`config.mk`:
```
export PLATFORM = sky130hd
export DESIGN_NAME = serial_tx_arbiter_flat
export DESIGN_NICKNAME = d
export VERILOG_FILES = /design/src/rtl/serial_tx_arbiter_pkg.sv /design/src/rtl/serial_tx_arbiter_if.sv /design/src/rtl/serial_tx_arbiter_rr_picker.sv /design/src/rtl/serial_tx_arbiter.sv /design/src/flat_wrapper.sv
export SDC_FILE = /design/constraint.sdc
export NUM_CORES = 1
export LEC_CHECK = 0
export CORE_UTILIZATION = 55
export DETAILED_ROUTE_END_ITERATION = 16
export PLACE_DENSITY = 0.85
export SLEW_MARGIN = 25
export SYNTH_ARGS = -nofsm -noshare
export SYNTH_HDL_FRONTEND = slang
export SYNTH_SLANG_ARGS = --single-unit
```
`constraint.sdc`:
```
create_clock -name clk -period 4.2 [get_ports clk]
set_input_delay 0.84 -clock clk [delete_from_list [all_inputs] [get_ports clk]]
set_output_delay 0.84 -clock clk [all_outputs]
set_load 0.01 [all_outputs]
```
`src/rtl/serial_tx_arbiter_pkg.sv`:
```
// Shared types and helpers for the UART transmit arbiter: FSM states,
// abort-counter ceiling and the round-robin search function.
package serial_tx_arb_pkg;

  typedef enum logic [1:0] {IDLE, LOAD, GAP} state_t;

  localparam logic [7:0] ABORT_MAX = 8'hFF;
  localparam int         MAX_REQ   = 8;

  typedef struct packed {
    logic       found;
    logic [2:0] idx;
  } pick_t;

  // First set bit of valid scanning ptr+1, ptr+2, ... modulo nreq.
  function automatic pick_t rr_pick(input logic [MAX_REQ-1:0] valid,
                                    input logic [2:0]         ptr,
                                    input int                 nreq);
    pick_t      p;
    int         cand;
    logic [2:0] cidx;
    p = '0;
    // Walk from the farthest candidate down so the nearest one wins.
    for (int k = MAX_REQ; k >= 1; k--) begin
      cand = (int'(ptr) + k) % nreq;
      cidx = 3'(cand);
      if (k <= nreq && valid[cidx]) begin
        p.found = 1'b1;
        p.idx   = cidx;
      end
    end
    return p;
  endfunction

endpackage

```
`src/rtl/serial_tx_arbiter_if.sv`:
```
// Requester byte streams plus the UART TX handshake, bundled for the arbiter.
interface serial_tx_arbiter_if #(parameter int NREQ = 2);

  logic [NREQ-1:0]   req_valid;
  logic [8*NREQ-1:0] req_data;
  logic [NREQ-1:0]   req_last;
  logic [NREQ-1:0]   req_ready;
  logic              txBusy;
  logic              txStart;
  logic [7:0]        txData;

  // slave: the arbiter; master: requesters together with the UART core.
  modport slave (
    input  req_valid, req_data, req_last, txBusy,
    output req_ready, txStart, txData
  );

  modport master (
    output req_valid, req_data, req_last, txBusy,
    input  req_ready, txStart, txData
  );

endinterface

```
`src/rtl/serial_tx_arbiter_rr_picker.sv`:
```
// Combinational round-robin select: next valid requester after rr pointer.
module rr_picker
  import serial_tx_arb_pkg::*;
#(
  parameter int NREQ = 2
) (
  input  logic [NREQ-1:0] valid,
  input  logic [2:0]      ptr,
  output logic            found,
  output logic [2:0]      idx
);

  logic [MAX_REQ-1:0] valid_x;
  pick_t              pick;

  always_comb begin
    valid_x             = '0;
    valid_x[NREQ-1:0]   = valid;
    pick                = rr_pick(valid_x, ptr, NREQ);
  end

  assign found = pick.found;
  assign idx   = pick.idx;

endmodule

```
`src/rtl/serial_tx_arbiter.sv`:
```
// Packet-atomic round-robin sharing of one UART transmitter between NREQ
// byte-stream requesters, with a stall timeout that abandons a stuck packet.
module serial_tx_arbiter
  import serial_tx_arb_pkg::*;
#(
  parameter int NREQ    = 2,
  parameter int TIMEOUT = 255
) (
  input  logic                clk,
  input  logic                reset,
  serial_tx_arbiter_if.slave  bus,
  output logic [2:0]          grant_id,
  output logic                busy,
  output logic [7:0]          abort_cnt
);

  state_t             state;
  logic [2:0]         rr_ptr;
  logic [15:0]        stall_cnt;
  logic               last_q;
  logic               pick_found;
  logic [2:0]         pick_idx;
  logic [MAX_REQ-1:0] valid_x;
  logic [MAX_REQ-1:0] last_x;
  logic [7:0]         data_x [MAX_REQ];
  logic [NREQ-1:0]    ready_oh;

  rr_picker #(.NREQ(NREQ)) u_picker (
    .valid (bus.req_valid),
    .ptr   (rr_ptr),
    .found (pick_found),
    .idx   (pick_idx)
  );

  // Pad requester lanes to MAX_REQ so grant_id can index them directly.
  always_comb begin
    valid_x = '0;
    last_x  = '0;
    for (int i = 0; i < MAX_REQ; i++) data_x[i] = '0;
    for (int i = 0; i < NREQ; i++) begin
      valid_x[i] = bus.req_valid[i];
      last_x[i]  = bus.req_last[i];
      data_x[i]  = bus.req_data[8*i +: 8];
    end
  end

  always_comb begin
    ready_oh = '0;
    for (int i = 0; i < NREQ; i++) ready_oh[i] = (grant_id == 3'(i));
  end

  assign busy = (state != IDLE);

  always_ff @(posedge clk or posedge reset) begin
    if (reset) begin
      state         <= IDLE;
      bus.txStart   <= 1'b0;
      bus.txData    <= '0;
      bus.req_ready <= '0;
      grant_id      <= '0;
      abort_cnt     <= '0;
      rr_ptr        <= 3'(NREQ-1);
      stall_cnt     <= '0;
      last_q        <= 1'b0;
    end else begin
      bus.txStart   <= 1'b0;
      bus.req_ready <= '0;
      unique case (state)
        IDLE: begin
          if (pick_found) begin
            grant_id  <= pick_idx;
            stall_cnt <= '0;
            state     <= LOAD;
          end
        end
        LOAD: begin
          // A busy UART with a byte waiting is back-pressure, not a stall.
          if (valid_x[grant_id]) begin
            if (!bus.txBusy) begin
              bus.txData    <= data_x[grant_id];
              bus.txStart   <= 1'b1;
              bus.req_ready <= ready_oh;
              last_q        <= last_x[grant_id];
              stall_cnt     <= '0;
              state         <= GAP;
            end
          end else if (stall_cnt == 16'(TIMEOUT-1)) begin
            if (abort_cnt != ABORT_MAX) abort_cnt <= abort_cnt + 8'd1;
            rr_ptr <= grant_id;
            state  <= IDLE;
          end else begin
            stall_cnt <= stall_cnt + 16'd1;
          end
        end
        GAP: begin
          if (last_q) begin
            rr_ptr <= grant_id;
            state  <= IDLE;
          end else begin
            state <= LOAD;
          end
        end
        default: state <= IDLE;
      endcase
    end
  end

endmodule

```
`src/flat_wrapper.sv`:
```
// flat-port wrapper written by rule: the top's interface ports become plain ports
module serial_tx_arbiter_flat import serial_tx_arb_pkg::*;
#(
  parameter int NREQ    = 2,
  parameter int TIMEOUT = 255
)
  (clk, reset, grant_id, busy, abort_cnt, bus_req_valid, bus_req_data, bus_req_last, bus_txBusy, bus_req_ready, bus_txStart, bus_txData);
  serial_tx_arbiter_if #(.NREQ(NREQ)) bus_i ();
  input  logic clk;
  input  logic reset;
  output logic [2:0] grant_id;
  output logic busy;
  output logic [7:0] abort_cnt;
  input wire logic [$bits(bus_i.req_valid)-1:0] bus_req_valid;
  input wire logic [$bits(bus_i.req_data)-1:0] bus_req_data;
  input wire logic [$bits(bus_i.req_last)-1:0] bus_req_last;
  input wire logic [$bits(bus_i.txBusy)-1:0] bus_txBusy;
  output wire logic [$bits(bus_i.req_ready)-1:0] bus_req_ready;
  output wire logic [$bits(bus_i.txStart)-1:0] bus_txStart;
  output wire logic [$bits(bus_i.txData)-1:0] bus_txData;
  assign bus_i.req_valid = bus_req_valid;
  assign bus_i.req_data = bus_req_data;
  assign bus_i.req_last = bus_req_last;
  assign bus_i.txBusy = bus_txBusy;
  assign bus_req_ready = bus_i.req_ready;
  assign bus_txStart = bus_i.txStart;
  assign bus_txData = bus_i.txData;
  serial_tx_arbiter #(.NREQ(NREQ), .TIMEOUT(TIMEOUT)) u_core (.clk(clk), .reset(reset), .bus(bus_i), .grant_id(grant_id), .busy(busy), .abort_cnt(abort_cnt));
endmodule
```
==> load_flow_metrics.sql, run 1 <==
INSERT INTO impl_metrics (metric_group, metric, value, unit) VALUES
('clock_tree', 'total_setup_buffers_inserted_after_cts', '0', ''),
('routing', 'wirelength', '4770', 'µm'),
('routing', 'avgViaCountPerCell', '6.02', ''),
('logic_synthesis', 'synthesis.yosys.warnings', '0', ''),
('logic_synthesis', 'syn_inst', '218', ''),
('logic_synthesis', 'syn_area_per_cell', '10.1', 'µm²'),
('logic_synthesis', 'ys_async_sr_fraction', '1.00', ''),
('floorplanning', 'placeableCoreArea', '0.00374', 'mm²'),
('logic_synthesis', 'synth_seq_area_share', '0.455', ''),
('min_path', 'min_path_type', 'flip-flop to flip-flop', ''),
('timing', 'final_min_period_over_clock_period', '0.649', ''),
('clock_tree', 'clock_sinks', '40', ''),
('timing', 'report.final.hold_viol_count', '0', ''),
('logic_synthesis', 'synthFlopType', 'sky130_fd_sc_hd__dfrtp_1', ''),
('place', 'pre_cts_ws', '1.23', 'ns'),
('setup_path', 'crit_required', '4.38', 'ns'),
('layout', 'num-nets-final', '281', ''),
('power_and_ir_drop', 'powerDensity', '485', 'mW/mm²'),
('clock_tree', 'clk_pin_slew_worst_paths', '0.08', 'ns'),
('timing', 'worst_slew_margin_rel', '0.484', ''),
('grt', 'grt_pass1_vias', '1719', ''),
('clock_tree', 'worst_skew_pair.late_latency', '0.29', 'ns'),
('timing', 'rsz_0062_raised_after_global_routing', 'false', ''),
('setup_path', 'timing.reg2reg.setup_slack', '1.66', 'ns'),
('setup_path', 'rr_endpoint', 'u_core.stall_cnt[8]$_DFFE_PP0P_', ''),
('layout', 'combined_area_of_the_multi_input_logic_cells', '0.00109', 'mm²'),
('setup_path', 'cp_max_fo', '13', ''),
('setup_path', 'worst_setup_path_start_kind', 'input port', ''),
('clock_tree', 'cts_htree_levels', '2', ''),
('setup_path', 'setup.worst_path.end_class', 'flip-flop', ''),
('routing', 'ant_nets', '0', ''),
('place', 'detailed_place_hpwl', '3460', 'µm'),
('timing', 'slew_at_the_pin_with_the_worst_max_slew_slack', '0.774', 'ns'),
('floorplanning', 'fp-row-count', '22', ''),
('timing', 'worst_clock_skew', '0.00722', 'ns'),
('routing', 'detailedRoute.firstIterationViolations', '133', ''),
('layout', 'n_antenna_cell', '0', ''),
('floorplanning', 'die_x', '65.3', 'µm'),
('setup_path', 'worst_setup_path_startpoint', 'bus_req_valid[1]', ''),
('logic_synthesis', 'synthDominantAreaCellType', 'sky130_fd_sc_hd__dfrtp_1', ''),
('clock_tree', 'cts_buffer_depth', '2', ''),
('layout', 'seq_area', '0.00100', 'mm²'),
('setup_path', 'r2r-start', 'u_core.grant_id[0]$_DFFE_PP0P_', ''),
('routing', 'residual_drc_count', '0', ''),
('logic_synthesis', 'synthDominantCellAreaShare', '0.443', ''),
('floorplanning', 'die-area', '0.00426', 'mm²'),
('routing', 'drt-wirelength-per-cell', '15.7', 'µm'),
('floorplanning', 'boundaryPins', '46', ''),
('layout', 'layout.core_utilization', '0.723', ''),
('timing', 'fmax', '0.367', 'GHz'),
('timing', 'setup_viol_count_final', '0', ''),
('clock_tree', 'cts-root-buf', 'sky130_fd_sc_hd__clkbuf_8', ''),
('timing', 'finalWorstSetupSlack', '1.48', 'ns'),
('power_and_ir_drop', 'total_power', '0.00131', 'W'),
('job', 'cap_violations', '0', ''),
('clock_tree', 'cts.hold.buffers_added', '0', ''),
('outcome', 'status', 'finished clean', ''),
('routing', 'drt_pass1_iterations', '4', ''),
('floorplanning', 'vertical_extent_of_the_die', '65.3', 'µm'),
('layout', 'mostFrequentLayoutCells', '43 x sky130_fd_sc_hd__clkdlybuf4s50_1, 39 x sky130_fd_sc_hd__dfrtp_1, 13 x sky130_fd_sc_hd__nor2_1, 13 x sky130_fd_sc_hd__a21oi_1, 12 x sky130_fd_sc_hd__nand2_1', ''),
('timing', 'fin_setup_tns', '0', 'ns'),
('setup_path', 'critPathCapture', 'u_core.stall_cnt[8]$_DFFE_PP0P_', ''),
('layout', 'filler_cell_count', '312', ''),
('grt', 'track_usage', '0.256', ''),
('power_and_ir_drop', 'vdd_ir_drop_max', '0.393', 'mV'),
('logic_synthesis', 'ys_top_cells_by_area', 'sky130_fd_sc_hd__dfrtp_1 44%, sky130_fd_sc_hd__mux2i_1 4.5%, sky130_fd_sc_hd__a21oi_1 3.0%', ''),
('clock_tree', 'tritoncts_clock_tree', 'done', ''),
('clock_tree', 'ctsResizeCount', '0', ''),
('clock_tree', 'cts_buffers', '5', ''),
('timing', 'period_minus_slack', '2.72', 'ns'),
('setup_path', 'slowest_cp_cell', 'sky130_fd_sc_hd__nor2_1', '');
[cells by family (layout without fill, tap and decap cells)]
group	count (synthesis)	after routing	synth area share
flops	40	40	0.455
simple gates	83	83	0.216
compound gates	44	44	0.147
buf+inv	24	60	0.0534
fa+ha+maj	3	3	0.0170
xor+xnor	8	8	0.0318
other cells	1	2	0.00170
mux	15	15	0.0778
[report_power, final]
| part | internal (W) | total, W | switching, W |
|---|---|---|---|
| Clock | 0.000112 | 0.000244 | 0.000132 |
| Combinational | 0.000250 | 0.000503 | 0.000252 |
| Sequential | 0.000466 | 0.000568 | 0.000102 |
[how the worst min path moves through the flow]
stage,start,to,slack [ns],cells past startpoint
global placement,u_core.stall_cnt[7]$_DFFE_PP0P_,u_core.stall_cnt[7]$_DFFE_PP0P_,0.49,1
global route,u_core.stall_cnt[6]$_DFFE_PP0P_,u_core.stall_cnt[6]$_DFFE_PP0P_,0.56,1
floorplan,u_core.stall_cnt[7]$_DFFE_PP0P_,u_core.stall_cnt[7]$_DFFE_PP0P_,0.45,1
detailed placement,u_core.bus.txData[5]$_DFFE_PP0P_,u_core.bus.txData[5]$_DFFE_PP0P_,0.52,2
finish,u_core.bus.txData[6]$_DFFE_PP0P_,u_core.bus.txData[6]$_DFFE_PP0P_,0.53,2
CTS,u_core.stall_cnt[7]$_DFFE_PP0P_,u_core.stall_cnt[7]$_DFFE_PP0P_,0.54,1
[Yosys cell counts, types with 2 or more instances]
cell	count
sky130_fd_sc_hd__inv_1	9
sky130_fd_sc_hd__a221o_1	3
sky130_fd_sc_hd__dfrtp_1	39
sky130_fd_sc_hd__buf_2	5
sky130_fd_sc_hd__ha_1	3
sky130_fd_sc_hd__nor4_1	6
sky130_fd_sc_hd__o21ai_0	5
sky130_fd_sc_hd__nand4_1	9
sky130_fd_sc_hd__and4_1	5
sky130_fd_sc_hd__o41ai_1	2
sky130_fd_sc_hd__buf_4	3
sky130_fd_sc_hd__nor2_1	13
sky130_fd_sc_hd__nand2b_1	2
sky130_fd_sc_hd__a21oi_1	13
sky130_fd_sc_hd__a31oi_1	7
sky130_fd_sc_hd__nor3_1	10
sky130_fd_sc_hd__xnor2_1	3
sky130_fd_sc_hd__and2_1	3
sky130_fd_sc_hd__mux2_2	3
sky130_fd_sc_hd__nand2_1	12
sky130_fd_sc_hd__mux2i_1	10
sky130_fd_sc_hd__xor2_1	5
sky130_fd_sc_hd__o22ai_1	2
sky130_fd_sc_hd__and3_1	2
sky130_fd_sc_hd__clkbuf_2	2
sky130_fd_sc_hd__nand3_1	10
sky130_fd_sc_hd__nor2b_1	2
sky130_fd_sc_hd__clkbuf_1	4
[layer usage]
layer | global-route usage | wire (µm) | vias up
met3 | 0.0729 | 217 | 5
met5 | 0 | 0 | -
li1 | - | - | 877
met2 | 0.396 | 2320 | 58
met4 | 0.0842 | 67 | 0
met1 | 0.343 | 2160 | 885
[area by class of cell]
cell class / instances / area share
clock buffers: 5 / 0.0254
clock inverters: 2 / 0.00462
inverters: 9 / 0.0125
multi-input cells: 155 / 0.403
flip-flops and latches: 40 / 0.370
well taps: 48 / 0.0222
repair buffers: 44 / 0.162
[sequential cells by signal, summed over array words and instances, names as in the netlist]
signal / flops
u_core.rr_ptr: 1
u_core.bus.req_ready: 2
u_core.last_q: 1
u_core.bus.txStart: 1
u_core.stall_cnt: 16
u_core.bus.txData: 8
u_core.abort_cnt: 8
u_core.state: 2
u_core.grant_id: 1
[per-stage QoR]
| step | cells | cell area, µm² | hold WS, ns |
|---|---|---|---|
| after floorplan | 219 | 2210 | 0.451 |
| after global placement | 296 | 2620 | 0.489 |
| after detailed placement | 296 | 2620 | 0.518 |
| after CTS | 303 | 2700 | 0.536 |
| after global routing | 303 | 2710 | 0.562 |
| final | 303 | 2710 | 0.533 |
[critical path: cells and delay by family]
family | cells | cell delay [ns]
buffers and inverters | 1 | 0.53
AND/OR/NAND/NOR | 2 | 0.86
AO/OA/AOI/OAI | 1 | 0.32
multiplexers | 1 | 0.35
(Power assumes the default switching activity.)
==> run 2: changes to the inputs <==
Settings changed: CORE_UTILIZATION 55 to 46, PLACE_DENSITY 0.85 to 0.76.
Clock period 4.2 ns to 2.3 ns, I/O delays scaled along.
==> load_flow_metrics.sql, run 2 (synthesis gave the netlist of run 1 again) <==
INSERT INTO impl_metrics (metric_group, metric, value, unit) VALUES
('power_and_ir_drop', 'powerDensity', '928', 'mW/mm²'),
('layout', 'final_cells', '321', ''),
('routing', 'detailedRoute.firstIterationViolations', '177', ''),
('layout', 'layout.cell_area.non_filler', '0.00285', 'mm²'),
('floorplanning', 'die-area', '0.00507', 'mm²'),
('layout', 'layout.core_utilization', '0.637', ''),
('layout', 'largest_register_ffs', '16', ''),
('layout', 'post_route_cells_drive_above_1_share', '0.134', ''),
('floorplanning', 'boundaryPins', '46', ''),
('clock_tree', 'cts.hold.buffers_added', '0', ''),
('timing', 'worst_clock_skew', '0.00332', 'ns'),
('place', 'io_buffers', '43', ''),
('layout', 'num-nets-final', '294', ''),
('place', 'post-place-cells', '313', ''),
('grt', 'grt_first_pass_wirelength', '8360', 'µm'),
('floorplanning', 'start_util', '0.492', ''),
('routing', 'avgViaCountPerCell', '5.84', ''),
('outcome', 'violations', 'design-rule violations', ''),
('layout', 'final_common_cell', 'sky130_fd_sc_hd__clkdlybuf4s50_1', ''),
('timing', 'report.final.hold_viol_count', '0', ''),
('timing', 'fmax', '0.483', 'GHz'),
('place', 'place_congestion', '0.882', ''),
('floorplanning', 'die_x', '71.2', 'µm'),
('routing', 'drt_pass1_iterations', '10', ''),
('layout', 'filler_cell_count', '372', ''),
('timing', 'timing_max_transition_violations_final', '0', ''),
('grt', 'antenna_found_initial', '0', ''),
('routing', 'residual_drc_count', '1', ''),
('timing', 'finalWorstSetupSlack', '0.228', 'ns'),
('clock_tree', 'worst_skew_pair.late_latency', '0.29', 'ns'),
('job', 'cap_violations', '0', ''),
('routing', 'ant_nets', '0', ''),
('power_and_ir_drop', 'p_leak', '1.23', 'nW'),
('power_and_ir_drop', 'vdd_ir_drop_max', '0.665', 'mV'),
('grt', 'maximum_number_of_pins_on_one_net_before_global_route_repair', '41', ''),
('layout', 'syn2layout_area_growth', '29.4', '%'),
('layout', 'mostFrequentLayoutCells', '43 x sky130_fd_sc_hd__clkdlybuf4s50_1, 39 x sky130_fd_sc_hd__dfrtp_1, 14 x sky130_fd_sc_hd__buf_4', ''),
('floorplanning', 'vertical_extent_of_the_die', '71.2', 'µm'),
('clock_tree', 'cts_htree_levels', '2', ''),
('layout', 'n_antenna_cell', '0', ''),
('place', 'detailed_place_hpwl', '3550', 'µm'),
('min_path', 'min_path_type', 'flip-flop to flip-flop', ''),
('place', 'pre_cts_ws', '-0.0246', 'ns'),
('routing', 'routed-via-count', '1875', ''),
('setup_path', 'cp_max_fo', '13', ''),
('timing', 'setup_viol_count_final', '0', ''),
('setup_path', 'crit_required', '1.84', 'ns'),
('clock_tree', 'clock_sinks', '40', ''),
('outcome', 'status', 'finished, violations left', ''),
('floorplanning', 'fp-row-count', '24', ''),
('routing', 'wirelength', '4810', 'µm'),
('setup_path', 'slowest_cp_cell', 'sky130_fd_sc_hd__clkdlybuf4s50_1', ''),
('timing', 'rsz_0062_raised_after_global_routing', 'false', ''),
('setup_path', 'timing.critical_path.arrival', '1.61', 'ns'),
('timing', 'period_minus_slack', '2.07', 'ns'),
('grt', 'globalRouteOverflowTotal', '0', ''),
('layout', 'largest_reg_by_ff_count', 'u_core.stall_cnt', ''),
('layout', 'top_regs', 'u_core.stall_cnt (16), u_core.abort_cnt (8), u_core.bus.txData (8)', ''),
('clock_tree', 'clk_pin_slew_worst_paths', '0.08', 'ns'),
('setup_path', 'worst_setup_path_start_kind', 'flip-flop', ''),
('setup_path', 'critPathKind', 'flip-flop to output port', ''),
('floorplanning', 'placeableCoreArea', '0.00447', 'mm²'),
('setup_path', 'cp_cell_sequence', 'buf_4 -> clkdlybuf4s50_1', ''),
('routing', 'drt-wirelength-per-cell', '15.0', 'µm'),
('grt', 'track_usage', '0.212', ''),
('clock_tree', 'tritoncts_clock_tree', 'done', ''),
('clock_tree', 'cts_buffer_depth', '2', ''),
('clock_tree', 'total_setup_buffers_inserted_after_cts', '0', ''),
('clock_tree', 'cts-root-buf', 'sky130_fd_sc_hd__clkbuf_8', ''),
('setup_path', 'setup.worst_path.end_class', 'output port', ''),
('grt', 'grt_pass1_vias', '1840', ''),
('clock_tree', 'cts_buffers', '5', ''),
('timing', 'final_min_period_over_clock_period', '0.901', ''),
('place', 'dpl-instance-area', '0.00272', 'mm²'),
('clock_tree', 'ctsResizeCount', '0', ''),
('setup_path', 'cp_slowest_stage_delay', '0.57', 'ns');
-- run 2: cell types whose count changed in the layout (fill, tap and decap cells not counted), sizes merged --
cell      delta
bufinv       +1
clkbuf       +2
buf         +13
clkinvlp     -1
clkinv       -1
-- run 2: final cells by class --
cell class	count	area, µm²	share of cell area
tap	52	65.1	0.0228
inverter	9	33.8	0.0119
sequential	40	1000	0.352
timing repair buffer	57	536	0.188
clock buffer	7	96.3	0.0338
multi-input combinational	155	1090	0.381
clock inverter	1	30.0	0.0105
-- run 2: layer usage --
metal | GRT usage | vias up | wire (µm)
met5 | 0 | - | 0
met4 | 0.0778 | 0 | 59
met3 | 0.0484 | 6 | 286
met2 | 0.347 | 73 | 2320
met1 | 0.274 | 887 | 2140
li1 | - | 909 | -
-- run 2: worst paths after layout --
path | from | to | slack, ns | cells past startpoint
setup reg to reg | u_core.stall_cnt[1]$_DFFE_PP0P_ | u_core.abort_cnt[6]$_DFFE_PP0P_ | 0.24 | 5
max in group asynchronous | reset | u_core.rr_ptr[0]$_DFFE_PP1P_ | 1.35 | 3
hold / removal | u_core.stall_cnt[7]$_DFFE_PP0P_ | u_core.stall_cnt[7]$_DFFE_PP0P_ | 0.51 | 1
setup / recovery | u_core.grant_id[0]$_DFFE_PP0P_ | grant_id[0] | 0.23 | 2
min in group asynchronous | reset | u_core.abort_cnt[3]$_DFFE_PP0P_ | 0.59 | 3
hold reg to reg | u_core.stall_cnt[7]$_DFFE_PP0P_ | u_core.stall_cnt[7]$_DFFE_PP0P_ | 0.51 | 1
-- run 2: stage by stage --
step | hold WS [ns] | setup TNS [ns] | total power (W)
detailed placement | 0.502 | -0.0403 | 0.00204
floorplan | 0.451 | 0 | 0.00163
CTS | 0.514 | 0 | 0.00267
finish | 0.511 | 0 | 0.00264
global placement | 0.503 | 0 | 0.00202
global route | 0.554 | 0 | 0.00283
-- run 2: critical path: cells and delay by family (launching register included) --
family,cells,cell delay [ns]
flip-flops,1,0.47
buffers and inverters,2,0.85
-- run 2: power breakdown --
group	internal (W)	switching (W)	leakage [nW]
clock	0.000383	0.000241	0.0645
combinational	0.000529	0.000518	0.658
sequential	0.000851	0.000123	0.509
